File: src/rtl/debounce_pkg.sv
// ----------------------------------------------------------------------------
// debounce_pkg
//   Shared constants and helpers for the multi-channel input debouncer.
//
//   Contents
//     DEB_DEFAULT_STABLE    default number of consecutive qualified samples
//                           a new level must hold before the clean output flips
//     DEB_DEFAULT_CHANNELS  default number of independent input channels
//     DEB_CNT_W(n)          width of a counter able to hold 0..n, i.e.
//                           clog2(n+1); never less than 1 bit
// ----------------------------------------------------------------------------
package debounce_pkg;

    localparam int DEB_DEFAULT_STABLE   = 4;
    localparam int DEB_DEFAULT_CHANNELS = 4;

    // Width of the per-channel stability counter. The counter is cleared on
    // every flip, so it only ever reaches n-1, but sizing for 0..n keeps the
    // n=1 case at a legal 1-bit width.
    function automatic int DEB_CNT_W(input int n);
        int w;
        w = $clog2(n + 1);
        if (w < 1) begin
            w = 1;
        end
        return w;
    endfunction

endpackage : debounce_pkg

File: src/rtl/debounce_channel.sv
// ----------------------------------------------------------------------------
// debounce_channel
//   Debouncer for a single bit: a 2-flop synchroniser, a symmetric stability
//   counter and the registered clean level. Both rising and falling changes
//   must be seen on STABLE_CYCLES consecutive qualified samples before the
//   clean level follows the synchronised input.
//
//   Optional feature (macro DEBOUNCE_EDGE_EN)
//     Defined  : rise_pulse/fall_pulse are registered one-cycle strobes that
//                are high on the same edge the clean level changes.
//     Undefined: rise_pulse/fall_pulse are tied to 0 and no pulse flops exist.
//
//   Parameters
//     STABLE_CYCLES  qualified samples required before a flip (>=1)
//     RESET_VAL      reset level of the synchroniser and clean flop
//
//   Ports
//     clk         rising-edge clock
//     rst         synchronous active-high reset
//     sample_en   sample qualifier; counter advances only when high
//     noisy_in    raw asynchronous input bit
//     clean_out   debounced level (registered)
//     rise_pulse  one-cycle strobe on a 0->1 change of clean_out
//     fall_pulse  one-cycle strobe on a 1->0 change of clean_out
// ----------------------------------------------------------------------------
module debounce_channel
    import debounce_pkg::*;
#(
    parameter int STABLE_CYCLES = DEB_DEFAULT_STABLE,
    parameter bit RESET_VAL     = 1'b0
) (
    input  logic clk,
    input  logic rst,
    input  logic sample_en,
    input  logic noisy_in,
    output logic clean_out,
    output logic rise_pulse,
    output logic fall_pulse
);

    localparam int CNT_W = DEB_CNT_W(STABLE_CYCLES);

    // Count value at which the next differing sample completes the run.
    localparam logic [CNT_W-1:0] CNT_LAST = CNT_W'(STABLE_CYCLES - 1);
    localparam logic [CNT_W-1:0] CNT_ONE  = CNT_W'(1);

    logic             sync1;
    logic             sync2;
    logic [CNT_W-1:0] cnt;
    logic             clean;
    logic             differs;
    logic             flip;

    // A flip happens on a qualified sample that differs from the clean level
    // when the counter already holds STABLE_CYCLES-1 differing samples.
    always_comb begin
        differs = (sync2 != clean);
        flip    = sample_en && differs && (cnt == CNT_LAST);
    end

    // Two-flop synchroniser. It runs on every clock edge so that sample_en
    // only gates the decision logic, never the metastability filtering.
    always_ff @(posedge clk) begin
        if (rst) begin
            sync1 <= RESET_VAL;
            sync2 <= RESET_VAL;
        end else begin
            sync1 <= noisy_in;
            sync2 <= sync1;
        end
    end

    // Stability counter and clean level. Any qualified sample that agrees
    // with the clean level discards the partial count, so a glitch shorter
    // than STABLE_CYCLES samples never reaches the output. Unqualified
    // cycles pause the count rather than clearing it.
    always_ff @(posedge clk) begin
        if (rst) begin
            cnt   <= '0;
            clean <= RESET_VAL;
        end else if (sample_en) begin
            if (!differs) begin
                cnt <= '0;
            end else if (flip) begin
                clean <= sync2;
                cnt   <= '0;
            end else begin
                cnt <= cnt + CNT_ONE;
            end
        end
    end

    assign clean_out = clean;

`ifdef DEBOUNCE_EDGE_EN
    logic rise_q;
    logic fall_q;

    // Edge strobes are decoded from the same condition that flips the clean
    // flop, so they line up with the clean_out change and cannot both be
    // high. Reset never produces a strobe even if it changes clean_out.
    always_ff @(posedge clk) begin
        if (rst) begin
            rise_q <= 1'b0;
            fall_q <= 1'b0;
        end else begin
            rise_q <= flip &&  sync2;
            fall_q <= flip && !sync2;
        end
    end

    assign rise_pulse = rise_q;
    assign fall_pulse = fall_q;
`else
    assign rise_pulse = 1'b0;
    assign fall_pulse = 1'b0;
`endif

endmodule : debounce_channel

File: src/rtl/multi_debouncer.sv
// ----------------------------------------------------------------------------
// multi_debouncer
//   N-channel input debouncer for buttons, switches and other bouncing
//   inputs. One instance serves a whole input bank; each channel is an
//   independent debounce_channel with its own synchroniser and counter.
//
//   Optional feature (macro DEBOUNCE_EDGE_EN)
//     Defined  : rise_pulse/fall_pulse carry registered one-cycle strobes.
//     Undefined: rise_pulse/fall_pulse are constant 0; ports remain present.
//
//   Parameters
//     CHANNELS       number of independent channels (>=1)
//     STABLE_CYCLES  consecutive qualified samples before a flip (>=1)
//     RESET_VAL      reset level of synchronisers and clean_out (0/1)
//
//   Ports
//     clk         rising-edge clock
//     rst         synchronous active-high reset
//     sample_en   sample qualifier shared by all channels
//     noisy_in    raw asynchronous inputs, one bit per channel
//     clean_out   debounced levels (registered)
//     rise_pulse  per-channel one-cycle strobe on 0->1 of clean_out
//     fall_pulse  per-channel one-cycle strobe on 1->0 of clean_out
// ----------------------------------------------------------------------------
module multi_debouncer
    import debounce_pkg::*;
#(
    parameter int CHANNELS      = DEB_DEFAULT_CHANNELS,
    parameter int STABLE_CYCLES = DEB_DEFAULT_STABLE,
    parameter bit RESET_VAL     = 1'b0
) (
    input  logic                clk,
    input  logic                rst,
    input  logic                sample_en,
    input  logic [CHANNELS-1:0] noisy_in,
    output logic [CHANNELS-1:0] clean_out,
    output logic [CHANNELS-1:0] rise_pulse,
    output logic [CHANNELS-1:0] fall_pulse
);

    // Channels share only clock, reset and the sample qualifier; there is no
    // cross-channel state, so several channels may flip on the same edge.
    for (genvar i = 0; i < CHANNELS; i++) begin : g_ch
        debounce_channel #(
            .STABLE_CYCLES (STABLE_CYCLES),
            .RESET_VAL     (RESET_VAL)
        ) u_ch (
            .clk        (clk),
            .rst        (rst),
            .sample_en  (sample_en),
            .noisy_in   (noisy_in[i]),
            .clean_out  (clean_out[i]),
            .rise_pulse (rise_pulse[i]),
            .fall_pulse (fall_pulse[i])
        );
    end

endmodule : multi_debouncer
File: config.mk
export PLATFORM = sky130hd
export DESIGN_NAME = multi_debouncer
export DESIGN_NICKNAME = d
export VERILOG_FILES = /design/src/rtl/debounce_pkg.sv /design/src/rtl/debounce_channel.sv /design/src/rtl/multi_debouncer.sv
export SDC_FILE = /design/constraint.sdc
export NUM_CORES = 1
export LEC_CHECK = 0
export ABC_AREA = 1
export ABC_CLOCK_PERIOD_IN_PS = 2350
export CORE_ASPECT_RATIO = 0.75
export CORE_MARGIN = 4
export CORE_UTILIZATION = 30
export DETAILED_ROUTE_END_ITERATION = 7
export PLACE_DENSITY_LB_ADDON = 0.12
export SLEW_MARGIN = 10
export SYNTH_ARGS = -nofsm -noshare
export SYNTH_HDL_FRONTEND = slang
export SYNTH_SLANG_ARGS = --single-unit
export TNS_END_PERCENT = 10
File: constraint.sdc
create_clock -name clk -period 2.35 [get_ports clk]
set_input_delay 0.235 -clock clk [delete_from_list [all_inputs] [get_ports clk]]
set_output_delay 0.235 -clock clk [all_outputs]
set_load 0.03 [all_outputs]
# [Yosys cells after proc, flatten, opt, wreduce, memory -nomap -nowiden]
# Index checks and enable logic that the tools add are counted.
[classes] n_addsub=4 reduce_logical=12 n_eq_ne=8 mux=8
[op_table] op="$mux W3" n=8
[op_table] op="$add A3 B1 Y3 const B" n=4
[op_table] op="$eq A3 B2 Y1 const B" n=4
[op_table] op="$reduce_and A3 Y1" n=4
[op_table] op="$logic_and A1 B1 Y1" n=8
[op_table] op="$ne A1 B1 Y1" n=4
[totals] input_bits=7 out_inout_bits=12 ff_bits=24 word_cells=48

# [Logic depth before layout (Yosys ltp)]
[logic_depth] word_depth=5 depth_mapped=5 ltp_nobuf=5

# [Cells and area by module]
# A second synthesis with hierarchy kept.
[hier_totals] hier_cells=152 area_unflattened_um2=1071.0
[by_module_without_submodules] module="debounce_channel" instances=4 cells_per_inst=38 area_per_inst_um2=267.8 seq_area_each_um2=120.1

# [Worst setup path after synthesis]
# Ideal clock, no wire load.
[synth_path] kind="register to register" startpoint="register g_ch[0].u_ch.cnt[0]" endpoint="register g_ch[0].u_ch.clean" path_stages_with_launch=5 path_slack_ns=1.430 t_required_ns=2.270 arrival_time_ns=0.840 setup_time_ns=0.080 synth_period_minus_slack_ns=0.920 n_path_buf=0 cell_sequence="dfxtp_1 -> ha_1 -> nand2_1 -> o21ai_0 -> nor3b_1"
[synth_via] elab_chain_len=3
[synth_lines] item="start, declared" line="debounce_channel.sv:49" source="logic [CNT_W-1:0] cnt;"
[synth_lines] item="start signal, assigned" line="debounce_channel.sv:88" source="cnt <= cnt + CNT_ONE;"
[synth_lines] item="$eq A3 B2 Y1" line="debounce_channel.sv:58" source="flip = sample_en && differs && (cnt == CNT_LAST);"
[synth_lines] item="$logic_and A1 B1 Y1" line="debounce_channel.sv:58"
[synth_lines] item="$reduce_and A3 Y1 (no source line)"
[synth_lines] item="end signal, assigned" line="debounce_channel.sv:85" source="clean <= sync2;"
[synth_lines] item="end, declared" line="debounce_channel.sv:50" source="logic clean;"
# No other way between the ends.
# A chain may end at the register's enable or synchronous reset.

# [Worst setup path after layout]
[layout_path] startpoint="register g_ch[2].u_ch.clean" endpoint="output port clean_out[2]"
[layout_lines] item="start, declared" line="debounce_channel.sv:50"
[layout_lines] item="start signal, assigned" line="debounce_channel.sv:85"
[layout_lines] item="end, declared" line="multi_debouncer.sv:36" source="output logic [CHANNELS-1:0] clean_out,"
# No word-level cell between the ends.

==> flow_metrics.tcl <==
set metrics [dict create \
    clk_pin_slew_worst_paths_ns 0.08 \
    antenna-diode-count 0 \
    drc 0 \
    post-route-min-period_ns 1.53 \
    synth.yosys.seq_area_share 0.430 \
    cpPeakStageDelay_ns 0.68 \
    routed_wl_um 1780 \
    nFillCells 364 \
    cts_tree "yes" \
    finalHoldViolCount 0 \
    cts_resized 0 \
    core_area_um2 3420 \
    setup_viol 0 \
    multiInputGateArea_um2 425 \
    hold_path.class "flop to flop" \
    ir_drop_v 0.000236 \
    status "completed" \
    drive_gt1_frac 0.0510 \
    synth.cell_area_um2 1120 \
    fin_area_um2 1240 \
    yosys.area_share.adder 0.0447 \
    ff_latch_area_um2 480 \
    critPathLaunchType "flop" \
    yosys-top-cells-area "dfxtp_1, inv_1, nand2_1" \
    post_cts.repair.setup_buffers 0 \
    root_buffer "clkbuf_8" \
    finalNetCount 170 \
    gr-total-overflow 0 \
    cp_max_fo 3 \
    antenna_found_initial 0 \
    detail_route.wl_per_cell_um 8.60 \
    whs_endpoint "g_ch[0].u_ch.sync2" \
    yosysUniqueCellTypes 16 \
    initial_utilization 0.327 \
    syn_inst 151 \
    rr_startpoint "g_ch[2].u_ch.cnt[0]" \
    gp_congestion 0.686 \
    grt.total_usage 0.0901 \
    crit_slowest_cell "clkdlybuf4s50_1" \
    muxShareOfSynthArea 0 \
    grt_first_pass_wirelength_um 3330 \
    clk_path_buf_depth 2 \
    rrSetupSlack_ns 1.32 \
    whs_ns 0.406 \
    end_kind "primary output" \
    r2r-end "g_ch[2].u_ch.clean_out" \
    synth_compound_area_frac 0.0984 \
    clock_skew_ns 0.00377 \
    grt_setup_unrepaired "no" \
    dr.first_iter.drc_count 42 \
    grt_max_degree 18 \
    insertion_delay_ns 0.26 \
    r2r_cells 4 \
    fmax_mhz 653 \
    path_cells "clkdlybuf4s50_1" \
    place_inst 204 \
    cp.arrival_ns 1.30 \
    synth_xor_area_frac 0 \
    synth_warnings 0 \
    final_cells 207 \
    crit_buf_inv 1 \
    drt_first_pass_iters 4 \
    leakagePower_nw 0.502 \
    hold_buffers 0 \
    crit_type "flop to primary output" \
    final_common_cell "inv_1" \
    cts-htree-levels 1 \
    maxCapViolations 0 \
    syn2layout_area_growth_pct 11.3 \
    via_per_inst 4.00 \
    hold_path_depth 2 \
    synth_top_family_by_area "buffers and inverters" \
    cp_top_family "buffers and inverters" \
    layout_common_cells "inv_1, nand2_1, dfxtp_1" \
    place_area_um2 1200 \
    cts_made_buffers 3 \
    first_global_vias 750 \
    hpwl_um 1330 \
    power_density_nw_per_um2 572 \
    core.rowCount 18 \
    period_share 0.651 \
    die_w_um 78.5 \
    die_area_um2 4780 \
    setup_tns_ns 0 \
    cts_sinks 24 \
    drtAntennaViolNets 0 \
    ys_ff_latch 24 \
    slew_violations 0 \
    synthSimpleGateAreaFrac 0.210 \
    syn_avg_cell_area_um2 7.41 \
    critPathRequiredTime_ns 2.12 \
    port_buffers 10 \
    io_pins 19 \
    synth_top_cell_by_area "dfxtp_1" \
    die_h_um 60.9 \
    vias 828 \
    hp-start "g_ch[0].u_ch.sync1" \
    synth_top_area_frac 0.430 \
]
## worst max path at each step
stage | start | endpoint | slack [ns] | depth (start not counted)
3_5_place_dp | sample_en | g_ch[0].u_ch.clean_out | 0.87 | 5
2_1_floorplan | g_ch[0].u_ch.cnt[0] | g_ch[0].u_ch.clean_out | 1.43 | 4
3_3_place_gp | sample_en | g_ch[2].u_ch.clean_out | 0.92 | 5
4_1_cts | g_ch[2].u_ch.clean_out | clean_out[2] | 0.80 | 1
6_report | g_ch[2].u_ch.clean_out | clean_out[2] | 0.82 | 1
5_1_grt | g_ch[1].u_ch.clean_out | clean_out[1] | 0.74 | 1
## report_power, final
part	internal, W	switching, W	total (W)
combinational	0.0000195	0.0000435	0.0000630
sequential	0.000415	0.00000433	0.000420
clock	0.000114	0.000115	0.000229
## registers in the layout, indices dropped and copies added, names as in the netlist
signal / cells
g_ch.u_ch.cnt: 12
g_ch.u_ch.sync1: 4
g_ch.u_ch.sync2: 4
g_ch.u_ch.clean_out: 4
## layout make-up
class,instances,share of cell area
Multi-Input combinational cell,86,0.342
Inverter,32,0.0965
Tap cell,50,0.0503
Sequential cell,24,0.386
Timing Repair Buffer,12,0.0925
Clock buffer,3,0.0332
## stage by stage
step / utilization / total power, W / worst slack [ns]
after detailed placement: 0.352 / 0.000493 / 0.873
after global routing: 0.364 / 0.000761 / 0.741
after global placement: 0.352 / 0.000492 / 0.924
final: 0.364 / 0.000712 / 0.819
after floorplan: - / 0.000485 / 1.43
after CTS: 0.364 / 0.000727 / 0.802
## Yosys cell counts
cell,number
nand2_1,28
inv_2,1
ha_1,4
dfxtp_1,24
inv_1,31
nor3_1,2
conb_1,1
buf_4,13
nor3_2,2
nor3b_1,4
nor2_1,8
nand3_1,8
buf_2,2
a21oi_1,14
buf_6,1
o21ai_0,8
## kinds of logic after synthesis
kind of cell | count (synthesis)
and+or+nand+nor | 52
adders and majority gates | 4
DFF | 24
AOI/OAI and AO/OA | 22
other | 1
buffers and inverters | 48
## layer usage
| layer | GRT usage | vias up | share of wire | routed length, um |
|---|---|---|---|---|
| met2 | 0.151 | 16 | 0.43 | 765 |
| met3 | 0.0356 | 2 | 0.061 | 108 |
| met1 | 0.110 | 357 | 0.50 | 886 |
| met5 | 0 | - | 0 | 0 |
| met4 | 0.0224 | 0 | 0.012 | 22 |
| li1 | - | 453 | - | - |
Power figures use the tool's default switching activity.
